[config.mk]
export PLATFORM = sky130hd
export DESIGN_NAME = sensor_conditioner
export DESIGN_NICKNAME = d
export VERILOG_FILES = /design/src/rtl/tlc_pkg.sv /design/src/rtl/debounce_bit.sv /design/src/rtl/sensor_conditioner.sv
export SDC_FILE = /design/constraint.sdc
export NUM_CORES = 1
export LEC_CHECK = 0
export ABC_CLOCK_PERIOD_IN_PS = 2000
export BUFFER_PORTS_ARGS = -buffer_cell sky130_fd_sc_hd__buf_2
export CAP_MARGIN = 30
export CORE_ASPECT_RATIO = 1.5
export CORE_MARGIN = 4
export CORE_UTILIZATION = 35
export DETAILED_ROUTE_END_ITERATION = 8
export PLACE_DENSITY = 0.5
export SLEW_MARGIN = 10
export SYNTH_ARGS = -nofsm -noshare
export SYNTH_HDL_FRONTEND = slang
export SYNTH_SLANG_ARGS = --single-unit
[constraint.sdc]
create_clock -name clk -period 2 [get_ports clk]
set_clock_uncertainty 0.05 [all_clocks]
set_input_delay 0.4 -clock clk [delete_from_list [all_inputs] [get_ports clk]]
set_output_delay 0.4 -clock clk [all_outputs]
set_load 0.05 [all_outputs]
[src/rtl/tlc_pkg.sv]
// Shared definitions for the traffic light controller and its sensor front end:
// light encodings, lane indices and a green decoder.
package tlc_pkg;

    localparam logic [1:0] LIGHT_RED    = 2'b00;
    localparam logic [1:0] LIGHT_YELLOW = 2'b01;
    localparam logic [1:0] LIGHT_GREEN  = 2'b10;

    localparam int LANE_N = 0;
    localparam int LANE_E = 1;
    localparam int LANE_S = 2;
    localparam int LANE_W = 3;

    // The illegal code 2'b11 falls through to "not green".
    function automatic logic is_green(input logic [1:0] light);
        logic green;
        green = 1'b0;
        case (light)
            LIGHT_RED, LIGHT_YELLOW: green = 1'b0;
            LIGHT_GREEN:             green = 1'b1;
            default:                 green = 1'b0;
        endcase
        return green;
    endfunction

endpackage

[src/rtl/debounce_bit.sv]
// Two-flop synchroniser followed by a counter debounce: the clean value only
// flips after DEBOUNCE_CYCLES consecutive synchronised disagreements.
module debounce_bit #(
    parameter int DEBOUNCE_CYCLES = 4
) (
    input  logic clk,
    input  logic rst,
    input  logic raw,
    output logic deb
);

    localparam logic [7:0] COUNT_MAX = 8'(DEBOUNCE_CYCLES - 1);

    logic       meta;
    logic       s;
    logic [7:0] count;

    always_ff @(posedge clk) begin
        if (!rst) begin
            meta  <= 1'b0;
            s     <= 1'b0;
            deb   <= 1'b0;
            count <= '0;
        end else begin
            // NOTE: non-blocking so meta->s is a true two-stage shift.
            meta <= raw;
            s    <= meta;
            if (s == deb) begin
                count <= '0;
            end else if (count == COUNT_MAX) begin
                deb   <= s;
                count <= '0;
            end else begin
                count <= count + 8'd1;
            end
        end
    end

endmodule

[src/rtl/sensor_conditioner.sv]
// Conditions raw loop detectors into latched call requests, qualified long-queue
// flags and sticky detector-fault flags for the traffic light controller.
module sensor_conditioner
    import tlc_pkg::*;
#(
    parameter int DEBOUNCE_CYCLES = 4,
    parameter int FAULT_CYCLES    = 64
) (
    input  logic       clk,
    input  logic       rst,
    input  logic [3:0] loop_1th_raw,
    input  logic [3:0] loop_5th_raw,
    input  logic [1:0] Light_north,
    input  logic [1:0] Light_east,
    input  logic [1:0] Light_south,
    input  logic [1:0] Light_west,
    output logic [3:0] sensor_1th,
    output logic [3:0] sensor_5th,
    output logic [3:0] sensor_fault
);

    localparam logic [15:0] FAULT_MAX = 16'(FAULT_CYCLES - 1);

    logic [3:0]  deb_1th;
    logic [3:0]  deb_5th;
    logic [1:0]  light [4];
    logic [15:0] fcount [4];

    assign light[LANE_N] = Light_north;
    assign light[LANE_E] = Light_east;
    assign light[LANE_S] = Light_south;
    assign light[LANE_W] = Light_west;

    for (genvar i = 0; i < 4; i++) begin : g_lane
        debounce_bit #(.DEBOUNCE_CYCLES(DEBOUNCE_CYCLES)) u_deb_1th (
            .clk (clk),
            .rst (rst),
            .raw (loop_1th_raw[i]),
            .deb (deb_1th[i])
        );
        debounce_bit #(.DEBOUNCE_CYCLES(DEBOUNCE_CYCLES)) u_deb_5th (
            .clk (clk),
            .rst (rst),
            .raw (loop_5th_raw[i]),
            .deb (deb_5th[i])
        );
    end

    // sensor_1th and sensor_fault are the call latches and fault flags themselves.
    always_ff @(posedge clk) begin
        if (!rst) begin
            sensor_1th   <= '0;
            sensor_5th   <= '0;
            sensor_fault <= '0;
            for (int i = 0; i < 4; i++) fcount[i] <= '0;
        end else begin
            for (int i = 0; i < 4; i++) begin
                if (deb_1th[i]) begin
                    sensor_1th[i] <= 1'b1;
                end else if (is_green(light[i])) begin
                    sensor_1th[i] <= 1'b0;
                end

                sensor_5th[i] <= deb_5th[i] & deb_1th[i] & ~sensor_fault[i];

                // A queue loop active with an empty stop-line loop means a dead 1th detector.
                if (deb_5th[i] && !deb_1th[i]) begin
                    if (fcount[i] == FAULT_MAX) begin
                        sensor_fault[i] <= 1'b1;
                    end else begin
                        fcount[i] <= fcount[i] + 16'd1;
                    end
                end else begin
                    fcount[i] <= '0;
                end
            end
        end
    end

endmodule
==> results of run 1 <==
==> cell type report <==
type	count	area [µm²]
Clock buffer	22	512
Inverter	26	97.6
Clock inverter	10	111
Sequential cell	164	3920
Multi-Input combinational cell	528	3220
Timing Repair Buffer	74	508
Tap cell	264	330
Fill cell	1961	11700
==> kinds of logic after synthesis <==
family	synth area share (%)
AND/OR/NAND/NOR	26.0
buffers and inverters	2.25
AO/OA/AOI/OAI	1.97
flip-flops	54.2
adder cells (fa/ha/maj)	2.07
multiplexers	0.415
XOR/XNOR	13.1
==> layout by cell type, fill, tap and decap left out, drive strengths merged <==
cell type,count
nor2b,7
nand2,38
a21oi,7
nor4,23
nand2b,5
buf,74
nor4bb,1
or3,2
ha,12
nor4b,5
nor2,138
a21boi,6
inv,30
nand4,16
or2,2
o31ai,2
nand4b,2
edfxtp,64
a31o,2
or3b,1
or4,7
a311o,1
o21ai,1
mux2i,3
nand3,73
xor2,50
nor3,25
nor3b,3
clkbuf,22
and2,16
a31oi,1
o41ai,1
or4bb,1
dfxtp,100
bufinv,2
and3,19
xnor2,58
clkinv,4
==> worst min path at each step <==
stage,start,to,slack (ns),cells after the start
2_1_floorplan,g_lane[0].u_deb_1th.meta,g_lane[0].u_deb_1th.s,0.36,1
3_3_place_gp,g_lane[2].u_deb_5th.meta,g_lane[2].u_deb_5th.s,0.37,1
3_5_place_dp,g_lane[0].u_deb_1th.meta,g_lane[0].u_deb_1th.s,0.37,1
4_1_cts,loop_1th_raw[1],g_lane[1].u_deb_1th.meta,0.11,2
5_1_grt,loop_1th_raw[3],g_lane[3].u_deb_1th.meta,0.11,2
6_report,loop_1th_raw[1],g_lane[1].u_deb_1th.meta,0.14,2
==> metrics by stage <==
| stage | worst slack, ns | utilization, % | hold WS [ns] | total power, mW |
|---|---|---|---|---|
| 6_report | 0.0211 | 42.6 | 0.137 | 6.94 |
| 5_1_grt | -0.0448 | 42.6 | 0.114 | 7.19 |
| 4_1_cts | 0.00526 | 42.3 | 0.112 | 7.05 |
| 3_5_place_dp | 0.0188 | 39.2 | 0.371 | 3.62 |
| 3_3_place_gp | 0.0463 | 39.2 | 0.370 | 3.62 |
| 2_1_floorplan | -0.0839 | - | 0.362 | 3.59 |
==> where the power goes <==
group | switching (mW) | leakage, nW | internal, mW
Clock | 1.31 | 0.312 | 2.08
Sequential | 0.0112 | 1.60 | 3.46
Combinational | 0.0368 | 1.22 | 0.0352
==> metal layers <==
layer,global-route usage (%),up-vias,routed length [µm]
met4,4.38,0,212
met1,14.3,2492,6040
li1,-,2689,-
met2,22.8,74,7320
met5,0,-,0
met3,3.28,17,397
==> state kept, by name (all words and copies together), names as in the netlist <==
signal	flops
g_lane.u_deb_5th.count	32
g_lane.u_deb_5th.meta	4
sensor_fault	4
g_lane.u_deb_1th.meta	4
sensor_1th	4
g_lane.u_deb_1th.s	4
fcount	64
g_lane.u_deb_1th.count	32
g_lane.u_deb_5th.deb	4
g_lane.u_deb_1th.deb	4
sensor_5th	4
g_lane.u_deb_5th.s	4
==> timing repair <==
item / 4_1_cts / 5_1_grt
hold buffers: 0 / 0
gates resized for setup: 0 / 4
endpoints found under the setup margin: 0 / 27
buffers inserted: 0 / 5
==> impl_metrics.tcl, run 1 <==
set metrics [dict create \
    h-tree-depth 4 \
    routedWlPerCell_um 12.8 \
    finalWeightedCongestion 0.830 \
    stdcell_count 1088 \
    postSynth.asyncResetShare_pct 0 \
    tightest_slew_ns 0.507 \
    grt_max_degree 18 \
    cts_sinks 164 \
    period_share_pct 98.9 \
    core_area_um2 20400 \
    finalHoldViolCount 0 \
    yosysWarnings 0 \
    syn_area_um2 7240 \
    rr_endpoint "fcount[2][9]" \
    vdd_ir_drop_max_mv 0.561 \
    synth_common_cells "nor2_1 (136), dfxtp_1 (100), nand3_1 (73)" \
    endpoint "fcount[2][9]" \
    routed_via_density 4.85 \
    dp_cells 1050 \
    synth-edff-count 64 \
    hp-class "in2reg" \
    dp_hpwl_um 9990 \
    startpoint "fcount[2][10]" \
    r2r-start "fcount[2][10]" \
    grt_pass1_vias 5346 \
    yosysSeqAreaShare_pct 54.2 \
    fmax_ghz 0.505 \
    crit_chain "or4_4, nor4_4, nand2b_4, nor2_1" \
    path_max_fanout 8 \
    cp_num_buf_inv 0 \
    grt_pass1_wl_um 24300 \
    io_pins 30 \
    p_leak_nw 3.13 \
    synth-seq-cells 164 \
    firstDrtPassIters 4 \
    synth_top_area_share_pct 27.6 \
    portBuffers 29 \
    required_ns 2.12 \
    synth_most_common_cell "nor2_1" \
    syn_to_final_growth_pct 20.2 \
    avgSynthCellArea_um2 9.96 \
    regToRegSetupSlack_ns 0.02 \
    gr-total-overflow 0 \
    slowest_delay_ns 0.56 \
    placed_area_um2 8010 \
    cts_buffer_depth 2 \
    outcome "completed" \
    worst_path_max_delay_cell "or4_4" \
    cts_tree "built" \
    final_area_um2 8700 \
    die_area_um2 23100 \
    n_antenna_cell 0 \
    ant_nets 0 \
    maxCapViolations 0 \
    netlist_top_cells_area "dfxtp_1 (28%), edfxtp_1 (27%), nor2_1 (7.1%)" \
    crit_family "simple AND/OR/NAND/NOR gates" \
    synth_cell_types 40 \
    fin_nets 841 \
    track_usage_pct 12.6 \
    clkTransAtPathRegs_ns 0.06 \
    ff2ff_path_depth 4 \
    rows 64 \
    power_density_nw_per_um2 798 \
    fp.dieW_um 125 \
    arrival_ns 2.10 \
    grt_antenna_before_repair 0 \
    start_util_pct 35.5 \
    drive_gt1_share_pct 14.7 \
    worstSetupPathType "reg2reg" \
    cts_made_buffers 17 \
    synth_flop_cell "dfxtp_1" \
    cp_num_cells 4 \
    drv_slew 0 \
    crit_path_end_kind "flop" \
    min_period_ns 1.98 \
    synthesis.nets 757 \
    die_h_um 184 \
    drt_wl_total_um 14000 \
    setup_viol_count_final 0 \
    rsz0062_at_grt "true" \
    drt_iter0_markers 231 \
    vias 5272 \
    root_buffer "clkbuf_16" \
    synthCells 727 \
    drc_errors 0 \
    tns_ns 0 \
    clk-insertion-delay-late_ns 0.42 \
    start_kind "flop" \
    slew-limit-headroom_pct 66.1 \
    synth_top_area_cell "dfxtp_1" \
]
Power figures use the tool's default switching activity.
==> run 2, diff against run 1 <==
Settings changed: ABC_AREA set to 1, CTS_CLUSTER_DIAMETER set to 200.
==> run 2 against run 1 <==
Effect of this change:
- routed wire length up 9.4%
- global-route usage up 0.81 points
- sequential share of layout area down 1.5 points
- first-iteration DRC count up 6.5%
- flip-flop and latch count unchanged
- synthesized cell count up 37%
- utilization down 1.4 points
- clock power up 4%
==> impl_metrics.tcl, run 2 <==
set metrics [dict create \
    slew-limit-headroom_pct 78.9 \
    grt_max_degree 17 \
    core_area_um2 21900 \
    drc_errors 0 \
    drt_iter0_markers 246 \
    drt_wl_total_um 15300 \
    fp.dieW_um 130 \
    min_period_ns 1.70 \
    finalWeightedCongestion 0.777 \
    power_density_nw_per_um2 786 \
    stdcell_count 1330 \
    ctsHoldBuffers 0 \
    synth-edff-count 64 \
    routedWlPerCell_um 11.5 \
    drive_gt1_share_pct 10.1 \
    synthMuxAreaShare_pct 0 \
    synth_common_cells "nor2_1 (205), nand2_1 (197), inv_1 (137)" \
    final_common_cell "nor2_1" \
    grtUsageMet2_pct 23.5 \
    crit_family "simple AND/OR/NAND/NOR gates" \
    grt_pass1_wl_um 27100 \
    dp_cells 1298 \
    post-cts-setup-buffer-count 0 \
    die_h_um 191 \
    startpoint "fcount[2][0]" \
    ff2ff_path_depth 6 \
    slowest_delay_ns 0.37 \
    io_pins 30 \
    gr-total-overflow 0 \
    p_leak_nw 3.71 \
    rr_endpoint "fcount[2][7]" \
    start_kind "flop" \
    rows 66 \
    root_buffer "clkbuf_16" \
    path_max_fanout 15 \
    synthAdderAreaFrac_pct 1.91 \
    die_area_um2 25000 \
    fin_nets 1075 \
    period_share_pct 85.1 \
    required_ns 2.12 \
    clkTransAtPathRegs_ns 0.06 \
    synth_top_area_cell "dfxtp_1" \
    tns_ns 0 \
    yosys.area_share.simple_pct 29.5 \
    holdPathStages 3 \
    vias 6067 \
    synth_flop_cell "dfxtp_1" \
    maxCapViolations 0 \
    arrival_ns 1.82 \
    cts_resized 0 \
    yosysSeqAreaShare_pct 49.9 \
    start_util_pct 35.9 \
    synth_top_family_by_area "simple AND/OR/NAND/NOR gates" \
    largest_registers "fcount: 64 flops, g_lane.u_deb_1th.count: 32 flops, g_lane.u_deb_5th.count: 32 flops" \
    syn_area_um2 7860 \
    finalHoldViolCount 0 \
    synthCells 994 \
    finalPower_mw 7.08 \
    clk-insertion-delay-late_ns 0.42 \
    regToRegSetupSlack_ns 0.30 \
    routed_via_density 4.56 \
    outcome "completed" \
    hold_end "g_lane[1].u_deb_1th.meta" \
    synthesis.nets 1024 \
    postSynth.asyncResetShare_pct 0 \
    hold_start "loop_1th_raw[1]" \
    drv_slew 0 \
    fmax_ghz 0.588 \
    vdd_ir_drop_max_mv 0.666 \
    rsz0062_at_grt "false" \
    crit_chain "ha_1, nand3_2, nor2_1, nand2_1, nand2_2, nor2_1" \
    synth_most_common_cell "nor2_1" \
    grt.busiest_layer "met2" \
    worstSetupPathType "reg2reg" \
    h-tree-depth 4 \
    grt_antenna_before_repair 0 \
    r2r-start "fcount[2][0]" \
    synth_top_area_share_pct 25.5 \
    largest_reg_flops 64 \
    ant_nets 0 \
    worst_path_max_delay_cell "edfxtp_1" \
    synth_cell_types 30 \
    synth-seq-cells 164 \
    crit_path_end_kind "flop" \
    cts_made_buffers 17 \
    hp-class "in2reg" \
    firstDrtPassIters 4 \
    cp_num_buf_inv 0 \
    syn_to_final_growth_pct 14.7 \
    final_cell_mix "nor2_1 (205), nand2_1 (197), inv_1 (137)" \
    track_usage_pct 13.4 \
    globalRouteMet3Util_pct 2.91 \
    yosysWarnings 0 \
    crit_top_cell "nor2_1" \
    tightest_slew_ns 0.316 \
    avgSynthCellArea_um2 7.90 \
    synth-compound-area-share_pct 5.02 \
    n_antenna_cell 0 \
    dp_hpwl_um 11200 \
    portBuffers 29 \
    setup_viol_count_final 0 \
    yosys.area_share.xor_xnor_pct 5.91 \
    use_met1_pct 16.0 \
    cts_sinks 164 \
    cts_buffer_depth 2 \
    cts_tree "built" \
    largest-register "fcount" \
    grt_pass1_vias 5932 \
    netlist_top_cells_area "dfxtp_1 (25%), edfxtp_1 (24%), nor2_1 (9.8%)" \
]
[run 2: cell types whose count changed after synthesis, moves of 12 or more]
cell,previous run,this run
a21oi_1,7,37
o21ai_0,1,24
nor4_1,22,0
xor2_1,50,38
nor2_1,136,205
inv_1,26,137
nand2_1,38,197
xnor2_1,58,15
and3_1,19,1
and2_1,16,0
[run 2: layout make-up]
class                   instances  area (µm²)
fillers                      2239       12900
inverters                     141         529
repair buffers                 41         235
clock buffers                  23         543
multi-input cells             680        3330
well taps                     272         340
clock inverters                 9         108
flip-flops and latches        164        3920
[run 2: worst max-delay path by stage]
stage	to	cells after the start
6_report	fcount[2][7]	6
5_1_grt	fcount[0][4]	6
4_1_cts	fcount[2][7]	6
3_5_place_dp	fcount[2][13]	6
3_3_place_gp	fcount[2][2]	6
2_1_floorplan	fcount[0][0]	4
[run 2: tightest hold or removal path, cell delays in order]
cell,delay (ns)
buf_2,0.07
nand2_1,0.04
inv_1,0.04
[run 2: stage by stage]
stage	instance area [µm²]	utilization (%)	hold WS [ns]	setup slack, ns
global route	9010	41.2	0.0899	0.168
floorplan	7860	-	0.340	0.247
detailed placement	8360	38.2	0.351	0.261
CTS	9010	41.2	0.0830	0.265
finish	9010	41.2	0.108	0.298
global placement	8360	38.2	0.341	0.301
[run 2: power breakdown]
group | internal [mW] | total (mW) | switching, mW
combinational | 0.0309 | 0.0801 | 0.0492
clock | 2.17 | 3.52 | 1.35
sequential | 3.46 | 3.47 | 0.0109
total | 5.67 | 7.08 | 1.41
[run 2: routing by layer]
layer	vias up	wire, µm
met5	-	0
met1	2740	7020
li1	3257	-
met2	53	7610
met3	17	363
met4	0	277
[run 2: logic make-up after synthesis]
family	count (synthesis)
compound gates	71
xor+xnor	53
fa+ha+maj	12
buf+inv	150
flops	164
simple gates	544
==> run 3, diff against run 2 <==
Settings changed: GPL_ROUTABILITY_DRIVEN set to 0, PLACE_DENSITY 0.5 to not set, PLACE_DENSITY_LB_ADDON set to 0.2, SYNTH_HIERARCHICAL set to 1.
==> run 3 against run 2 <==
Effect of this change:
- critical path type unchanged
- global-route usage fell by 0.088 points
- combinational power rose by 23%
- register-to-register slack barely moved
- largest power group is now registers
- worst setup slack improved by 0.0044 ns
- maximum frequency rose by 0.26%
- power fell by 5.8%
- sequential share of layout area fell by 3.5 points
- sequential power barely moved
==> impl_metrics.tcl, run 3 <==
set metrics [dict create \
    drt_iter0_markers 236 \
    firstDrtPassIters 5 \
    vias 6930 \
    path_max_fanout 6 \
    post-cts-setup-buffer-count 0 \
    arrival_ns 1.83 \
    tightest_slew_ns 0.318 \
    placed_area_um2 9230 \
    largest-register "fcount" \
    die_h_um 200 \
    final_area_um2 9790 \
    die_area_um2 27300 \
    track_usage_pct 13.3 \
    synthCells 1140 \
    clk-insertion-delay-late_ns 0.43 \
    worstSetupPathType "reg2reg" \
    gr-total-overflow 0 \
    core_area_um2 24300 \
    grt_max_degree 22 \
    fp.dieW_um 136 \
    io_pins 30 \
    power_density_nw_per_um2 681 \
    maxCapViolations 0 \
    yosys.area_share.xor_xnor_pct 2.74 \
    final_cell_mix "nand2_1 (263), nor2_1 (152), inv_1 (144)" \
    rsz0062_at_grt "false" \
    cts_sinks 164 \
    tns_ns 0 \
    synthMuxAreaShare_pct 0 \
    synth-compound-area-share_pct 6.89 \
    synth_cell_types 25 \
    outcome "completed" \
    regToRegSetupSlack_ns 0.30 \
    clkTransAtPathRegs_ns 0.06 \
    avgSynthCellArea_um2 7.58 \
    synth_most_common_cell "nand2_1" \
    min_period_ns 1.70 \
    required_ns 2.14 \
    largest_reg_flops 64 \
    synth-edff-count 64 \
    grt_pass1_vias 6660 \
    routed_via_density 4.52 \
    hp-class "in2reg" \
    p_leak_nw 3.84 \
    drive_gt1_share_pct 20.3 \
    final_common_cell "nand2_1" \
    h-tree-depth 4 \
    worst_path_max_delay_cell "edfxtp_1" \
    fin_nets 1225 \
    rows 70 \
    grt_antenna_before_repair 0 \
    portBuffers 29 \
    hold_ws_ns 0.104 \
    vdd_ir_drop_max_mv 0.516 \
    cts_tree "built" \
    cts_buffer_depth 2 \
    synth_top_family_by_area "simple AND/OR/NAND/NOR gates" \
    n_antenna_cell 0 \
    period_share_pct 84.9 \
    slew-limit-headroom_pct 78.7 \
    synthAdderAreaFrac_pct 1.74 \
    yosysWarnings 6 \
    crit_path_end_kind "flop" \
    yosys.area_share.simple_pct 35.0 \
    grt_pass1_wl_um 29800 \
    slowest_delay_ns 0.40 \
    fmax_ghz 0.589 \
    crit_chain "ha_1, nand3_2, nor2_1, nand3_1, buf_4" \
    synth_top_area_share_pct 23.2 \
    cts_made_buffers 17 \
    netlist_top_cells_area "dfxtp_1 (23%), edfxtp_1 (22%), nand2_1 (11%)" \
    syn_area_um2 8640 \
    synth-seq-cells 164 \
    routedWlPerCell_um 11.3 \
    start_util_pct 35.5 \
    drt_wl_total_um 17300 \
    drc_errors 0 \
    synth_flop_cell "dfxtp_1" \
    yosysSeqAreaShare_pct 45.4 \
    synth_top_area_cell "dfxtp_1" \
    dp_hpwl_um 13100 \
    syn_to_final_growth_pct 13.2 \
    setup_viol_count_final 0 \
    cts_resized 0 \
    synth_common_cells "nand2_1 (263), nor2_1 (152), inv_1 (144)" \
    finalHoldViolCount 0 \
    start_kind "flop" \
    synthesis.nets 1170 \
    ctsHoldBuffers 0 \
    ant_nets 0 \
    root_buffer "clkbuf_16" \
    drv_slew 0 \
    postSynth.asyncResetShare_pct 0 \
    largest_registers "fcount: 64 flops, g_lane.u_deb_1th/count: 32 flops, g_lane.u_deb_5th/count: 32 flops" \
]
run 3: cell count changes after synthesis, sizes merged, moves of 19 or more:
cell / previous run / this run
nor3: 19 / 0
xor2: 38 / 16
nand2: 202 / 299
nand3: 76 / 113
a21oi: 42 / 70
inv: 141 / 176
run 3: final cells by class:
class | count | area (µm²)
multi-input cells | 795 | 4010
repair buffers | 41 | 235
clock buffers | 17 | 425
well taps | 324 | 405
clock inverters | 15 | 130
inverters | 176 | 661
fillers | 2606 | 14600
flip-flops and latches | 164 | 3920
run 3: power by group:
part / internal, mW / leakage, nW / total [mW] / switching (mW)
registers: 3.46 / 1.60 / 3.47 / 0.0110
logic: 0.0352 / 1.97 / 0.0984 / 0.0632
clock network: 1.72 / 0.268 / 3.10 / 1.38
run 3: final timing paths:
kind                                  from                  endpoint  depth (start not counted)
hold / removal             loop_5th_raw[3]  g_lane[3].u_deb_5th/meta                          3
hold reg to reg   g_lane[3].u_deb_1th/meta     g_lane[3].u_deb_1th/s                          2
setup / recovery              fcount[3][0]             fcount[3][12]                          5
setup reg to reg              fcount[3][0]             fcount[3][12]                          5
run 3: critical path: cells and delay by family (launching register included):
kind | cells | cell delay (ns)
and+or+nand+nor | 3 | 0.53
DFF | 1 | 0.40
buffers and inverters | 1 | 0.25
adders and majority gates | 1 | 0.22
run 3: per-layer routing:
layer,vias up,track usage (%),share of wire (%)
li1,3717,-,-
met1,3106,15.5,44
met2,84,23.9,51
met3,23,2.88,2.9
met4,0,4.39,1.8
met5,-,0,0
run 3: logic make-up after synthesis:
group,Yosys count
simple gates,661
compound gates,95
buf+inv,181
flops,164
xor+xnor,27
fa+ha+maj,12
run 3: per-stage QoR:
step                utilization (%)  cells  total power [mW]  setup WS (ns)
floorplan                         -   1140              3.60          0.263
global placement               37.9   1500              3.65          0.307
detailed placement             37.9   1500              3.65          0.292
CTS                            40.2   1532              6.79          0.275
global route                   40.2   1532              6.94          0.147
finish                         40.2   1532              6.67          0.302
